### config.mk
export PLATFORM = sky130hd
export DESIGN_NAME = jzjpcc_hazard_controller
export DESIGN_NICKNAME = d
export VERILOG_FILES = /design/src/rtl/jzjpcc_hazard_controller.sv
export SDC_FILE = /design/constraint.sdc
export NUM_CORES = 1
export LEC_CHECK = 0
export ABC_AREA = 1
export BUFFER_PORTS_ARGS = -buffer_cell sky130_fd_sc_hd__clkbuf_2
export CAP_MARGIN = 0
export CELL_PAD_IN_SITES_DETAIL_PLACEMENT = 0
export CELL_PAD_IN_SITES_GLOBAL_PLACEMENT = 1
export CORE_UTILIZATION = 26
export CTS_CLUSTER_SIZE = 16
export DETAILED_ROUTE_END_ITERATION = 8
export PLACE_DENSITY_LB_ADDON = 0.1
export SLEW_MARGIN = 20
export SYNTH_ARGS = -nofsm -noshare
export SYNTH_HDL_FRONTEND = slang
export SYNTH_SLANG_ARGS = --single-unit
### constraint.sdc
create_clock -name clock -period 1.13 [get_ports clock]
set_input_delay 0.1695 -clock clock [delete_from_list [all_inputs] [get_ports clock]]
set_output_delay 0.1695 -clock clock [all_outputs]
set_load 0.01 [all_outputs]
### src/rtl/jzjpcc_hazard_controller.sv
// Decode/execute hazard controller: destination scoreboard, forwarding selects, load-use stalls, redirect flushes.
// Optional stall/flush event counters are enabled with `define JZJPCC_HAZARD_COUNTERS_EN.
module jzjpcc_hazard_controller #(
  parameter int FLUSH_CYCLES = 2
) (
  input  logic        clock,
  input  logic        reset,
  input  logic        decode_valid,
  input  logic [4:0]  decode_rs1Addr,
  input  logic [4:0]  decode_rs2Addr,
  input  logic        decode_rs1Used,
  input  logic        decode_rs2Used,
  input  logic [4:0]  decode_rdAddr,
  input  logic        decode_rdWriteEnable,
  input  logic        decode_rdSource,
  input  logic        execute_redirect,
  output logic        stall,
  output logic        bubble,
  output logic        flush,
  output logic [1:0]  forwardRs1Sel,
  output logic [1:0]  forwardRs2Sel,
  output logic [31:0] stallCount,
  output logic [31:0] flushCount,
  output logic        debugState,
  output logic [20:0] debugScoreboard
);

  typedef enum logic {RUN = 1'b0, FLUSH = 1'b1} state_t;

  typedef struct packed {
    logic       valid;
    logic [4:0] rdAddr;
    logic       isLoad;
  } sbEntry_t;

  state_t     state;
  logic [2:0] flushCounter;
  sbEntry_t   exEntry;
  sbEntry_t   memEntry;
  sbEntry_t   wbEntry;

  logic       rs1Live;
  logic       rs2Live;
  logic       rs1ExHit;
  logic       rs2ExHit;
  logic       rs1MemHit;
  logic       rs2MemHit;
  logic       loadUse;
  logic [1:0] rs1SelNext;
  logic [1:0] rs2SelNext;

  always_comb begin
    rs1Live    = decode_valid & decode_rs1Used & (decode_rs1Addr != 5'd0);
    rs2Live    = decode_valid & decode_rs2Used & (decode_rs2Addr != 5'd0);
    rs1ExHit   = rs1Live & exEntry.valid & (exEntry.rdAddr == decode_rs1Addr);
    rs2ExHit   = rs2Live & exEntry.valid & (exEntry.rdAddr == decode_rs2Addr);
    rs1MemHit  = rs1Live & memEntry.valid & (memEntry.rdAddr == decode_rs1Addr);
    rs2MemHit  = rs2Live & memEntry.valid & (memEntry.rdAddr == decode_rs2Addr);
    loadUse    = (rs1ExHit | rs2ExHit) & exEntry.isLoad;
    // Redirect is only honoured in RUN, but FLUSH flushes regardless, so the OR covers both.
    flush      = (state == FLUSH) | execute_redirect;
    stall      = loadUse & ~flush;
    bubble     = flush | stall;
    rs1SelNext = rs1ExHit ? 2'b01 : (rs1MemHit ? 2'b10 : 2'b00);
    rs2SelNext = rs2ExHit ? 2'b01 : (rs2MemHit ? 2'b10 : 2'b00);
  end

  always_ff @(posedge clock) begin
    if (!reset) begin
      state         <= RUN;
      flushCounter  <= 3'd0;
      exEntry       <= '0;
      memEntry      <= '0;
      wbEntry       <= '0;
      forwardRs1Sel <= 2'b00;
      forwardRs2Sel <= 2'b00;
    end else begin
      wbEntry        <= memEntry;
      memEntry       <= exEntry;
      exEntry.valid  <= decode_valid & decode_rdWriteEnable & ~bubble & (decode_rdAddr != 5'd0);
      exEntry.rdAddr <= decode_rdAddr;
      exEntry.isLoad <= decode_rdSource;
      forwardRs1Sel  <= bubble ? 2'b00 : rs1SelNext;
      forwardRs2Sel  <= bubble ? 2'b00 : rs2SelNext;
      // The redirect cycle itself is the first flush cycle, so FLUSH covers the remaining ones.
      case (state)
        RUN: begin
          if (execute_redirect && (FLUSH_CYCLES > 1)) begin
            state        <= FLUSH;
            flushCounter <= 3'(FLUSH_CYCLES - 1);
          end
        end
        FLUSH: begin
          flushCounter <= flushCounter - 3'd1;
          if (flushCounter <= 3'd1) state <= RUN;
        end
        default: state <= RUN;
      endcase
    end
  end

`ifdef JZJPCC_HAZARD_COUNTERS_EN
  always_ff @(posedge clock) begin
    if (!reset) begin
      stallCount <= 32'd0;
      flushCount <= 32'd0;
    end else begin
      if (stall) stallCount <= stallCount + 32'd1;
      if ((state == RUN) && execute_redirect) flushCount <= flushCount + 32'd1;
    end
  end
`else
  assign stallCount = 32'd0;
  assign flushCount = 32'd0;
`endif

  assign debugState      = state;
  assign debugScoreboard = {exEntry, memEntry, wbEntry};

endmodule

==> metrics.txt <==
top-count cell post-synth=buf_4; post-route ant nets=0; worst-path maximum fanout=4; Async S/R FF share, synth=0; clock slew seen by the registers of the worst setup and hold paths=0.07 ns; cts hold-fix bufs=0; cell area after placement=0.00222 mm2; post-placement cell count=438; core area=0.00687 mm2; Synth area leader=dfxtp_1; CTS tree=built; Post-synth EDFFs=0; CTS Buffer Depth=2; min cycle time layout=1.57 ns; clock skew=0.00494 ns; Avg Inst Size Synth=7.01 um2; FP Rows=30; Max VDD drop=0.364 mV; initial antenna violation count=0; Mapped Cells=266; fin nets=379; top cells by area, synth=dfxtp_1 (31%), buf_4 (26%), nand2_1 (11%), inv_1 (8.9%), nor2_1 (2.6%); Crit path max-delay family=simple AND/OR/NAND/NOR gates; Setup crit end kind=output port; root buf cell=clkbuf_8; cts bufs inserted=5; Distinct cells, synth=29; Detailed Place HPWL=3.75 mm; Antenna diodes=0; failing checks=setup timing; Placer Congestion=0.808; predominant post-synthesis flop cell=dfxtp_1; setup TNS=-1.72 ns; crit-path cells=inv_2, nand2_2, nand3_2, nor2_1, nand3_1, nand2_2, nand2_4, nor2_4, buf_6; share of post-route cells with drive strength above 1=0.380; Skew-Pair Late Insertion Delay=0.28 ns; design area=0.00247 mm2; power density over the cells=1150 mW/mm2; Post-synth top cells=buf_4 (64), nand2_1 (57), inv_1 (44), dfxtp_1 (29), nor2_1 (13); IO Port Bufs=51; worst min-delay path category=input pin to register; Warnings, synthesis=0; Residual DRC=0; synthesized area=0.00187 mm2; max-slew violation count=0; H-tree Lvls=2; critical setup path kind=register to output port; CP arrival=1.40 ns; hold slack=0.0851 ns; sequential fraction of the synthesis area=0.311; Hold Vio Cnt, Final=0; worst path bufs/invs=2; Die Height=86.7 um; PnR worst setup slack=-0.438 ns; Slowest-stage cell, CP=dfxtp_4; flops & latches, synth=29; first-pass GRT wire length=6.94 mm; leak pwr=1.45 nW; Tot GR Track Use=0.122; Setup Slack @ Placement=-0.213 ns; DRT iter0 DRCs=21; largest net degree at the start of global routing=14; vias post-DR=1600; Initial Util=0.272; cell mode on critical path=nand2_2; crit path launch type=register; unrepaired setup endpoints after global routing=true; final worst-path cycle share=1.39; Chip Width=86.7 um; Post-Route Utilization=0.359; DR WL/cell=9.88 um; io pins=116; status=finished with violations; vias in the first global route=1460; # clock sinks=29; P&R area growth vs syn=32.2%; WL final=4.46 mm; Pwr Total=2.84 mW; Vias/cell=3.55; drt first pass iters=3; Yosys top cell area share=0.311; data required time of the worst path=0.96 ns; grt total ovfl=0; worst stage delay on the critical path=0.39 ns; Final Non-Filler Cells=451; die area=0.00752 mm2; maximum clock rate=638 MHz; final setup vio count=8; Max Cap Viol=0
cell usage in the layout (no fill, tap or decap), types with 6 or more instances in the layout:
cell / netlist / routed
conb_1: 1 / 64
nand2_1: 57 / 51
clkbuf_2: 0 / 48
inv_1: 44 / 43
buf_4: 64 / 31
dfxtp_1: 29 / 18
nor2_1: 13 / 12
inv_2: 8 / 9
nand2_2: 3 / 8
dfxtp_2: 0 / 7
a21oi_1: 6 / 6
power by group:
| part | internal [mW] | switching, mW | leakage, nW | total [mW] |
|---|---|---|---|---|
| combinational | 0.204 | 0.326 | 1.14 | 0.531 |
| clock | 0.787 | 0.425 | 0.0663 | 1.21 |
| sequential | 1.06 | 0.0381 | 0.242 | 1.10 |
| total | 2.06 | 0.789 | 1.45 | 2.84 |
registers in the layout, indices dropped and copies added (netlist names):
| signal | cells |
|---|---|
| forwardRs2Sel | 2 |
| debugScoreboard | 21 |
| flushCounter | 3 |
| forwardRs1Sel | 2 |
| debugState | 1 |
metal layers:
metal / up-vias / track usage / routed length, um
li1: 839 / - / -
met1: 685 / 0.156 / 2060
met2: 74 / 0.205 / 2100
met3: 2 / 0.0333 / 284
met4: 0 / 0.0273 / 11
met5: - / 0 / 0
final timing paths:
| path | end | slack, ns | cells past startpoint | start |
|---|---|---|---|---|
| hold reg to reg | debugScoreboard[0] | 0.44 | 2 | debugScoreboard[7] |
| hold / removal | debugScoreboard[14] | 0.09 | 3 | decode_rdSource |
| setup reg to reg | forwardRs1Sel[0] | -0.19 | 10 | debugScoreboard[15] |
| setup / recovery | stall | -0.44 | 9 | debugScoreboard[15] |
worst reg2reg max path: stages, from the launching register on:
cell and delay [ns]:
dfxtp_4 0.39, inv_2 0.05, nand2_2 0.06, nand3_2 0.08, nor2_1 0.10, nand3_1 0.10, nand2_2 0.10, nand2_4 0.07
buf_4 0.15, nand3_4 0.09, nor2_2 0.05
layout make-up:
type,instances,area (um2)
clock inverters,2,35.0
well taps,96,120
flip-flops and latches,29,604
clock buffers,6,93.8
repair buffers,84,529
inverters,52,195
multi-input cells,182,888
fillers,794,4400
cells by family (layout without fill, tap and decap cells):
group,after synthesis,in the layout,synth area share
buffers and inverters,118,144,0.366
AND/OR/NAND/NOR,93,93,0.220
flip-flops,29,29,0.311
AO/OA/AOI/OAI,18,18,0.0637
XOR/XNOR,5,5,0.0235
adder cells (fa/ha/maj),2,2,0.0134
other,1,64,0.00201
timing repair:
action,in CTS,in global routing
setup buffers,3,2
resized for setup,10,19
pin swaps,5,5
setup endpoints to repair,9,12
Power figures use the tool's default switching activity.
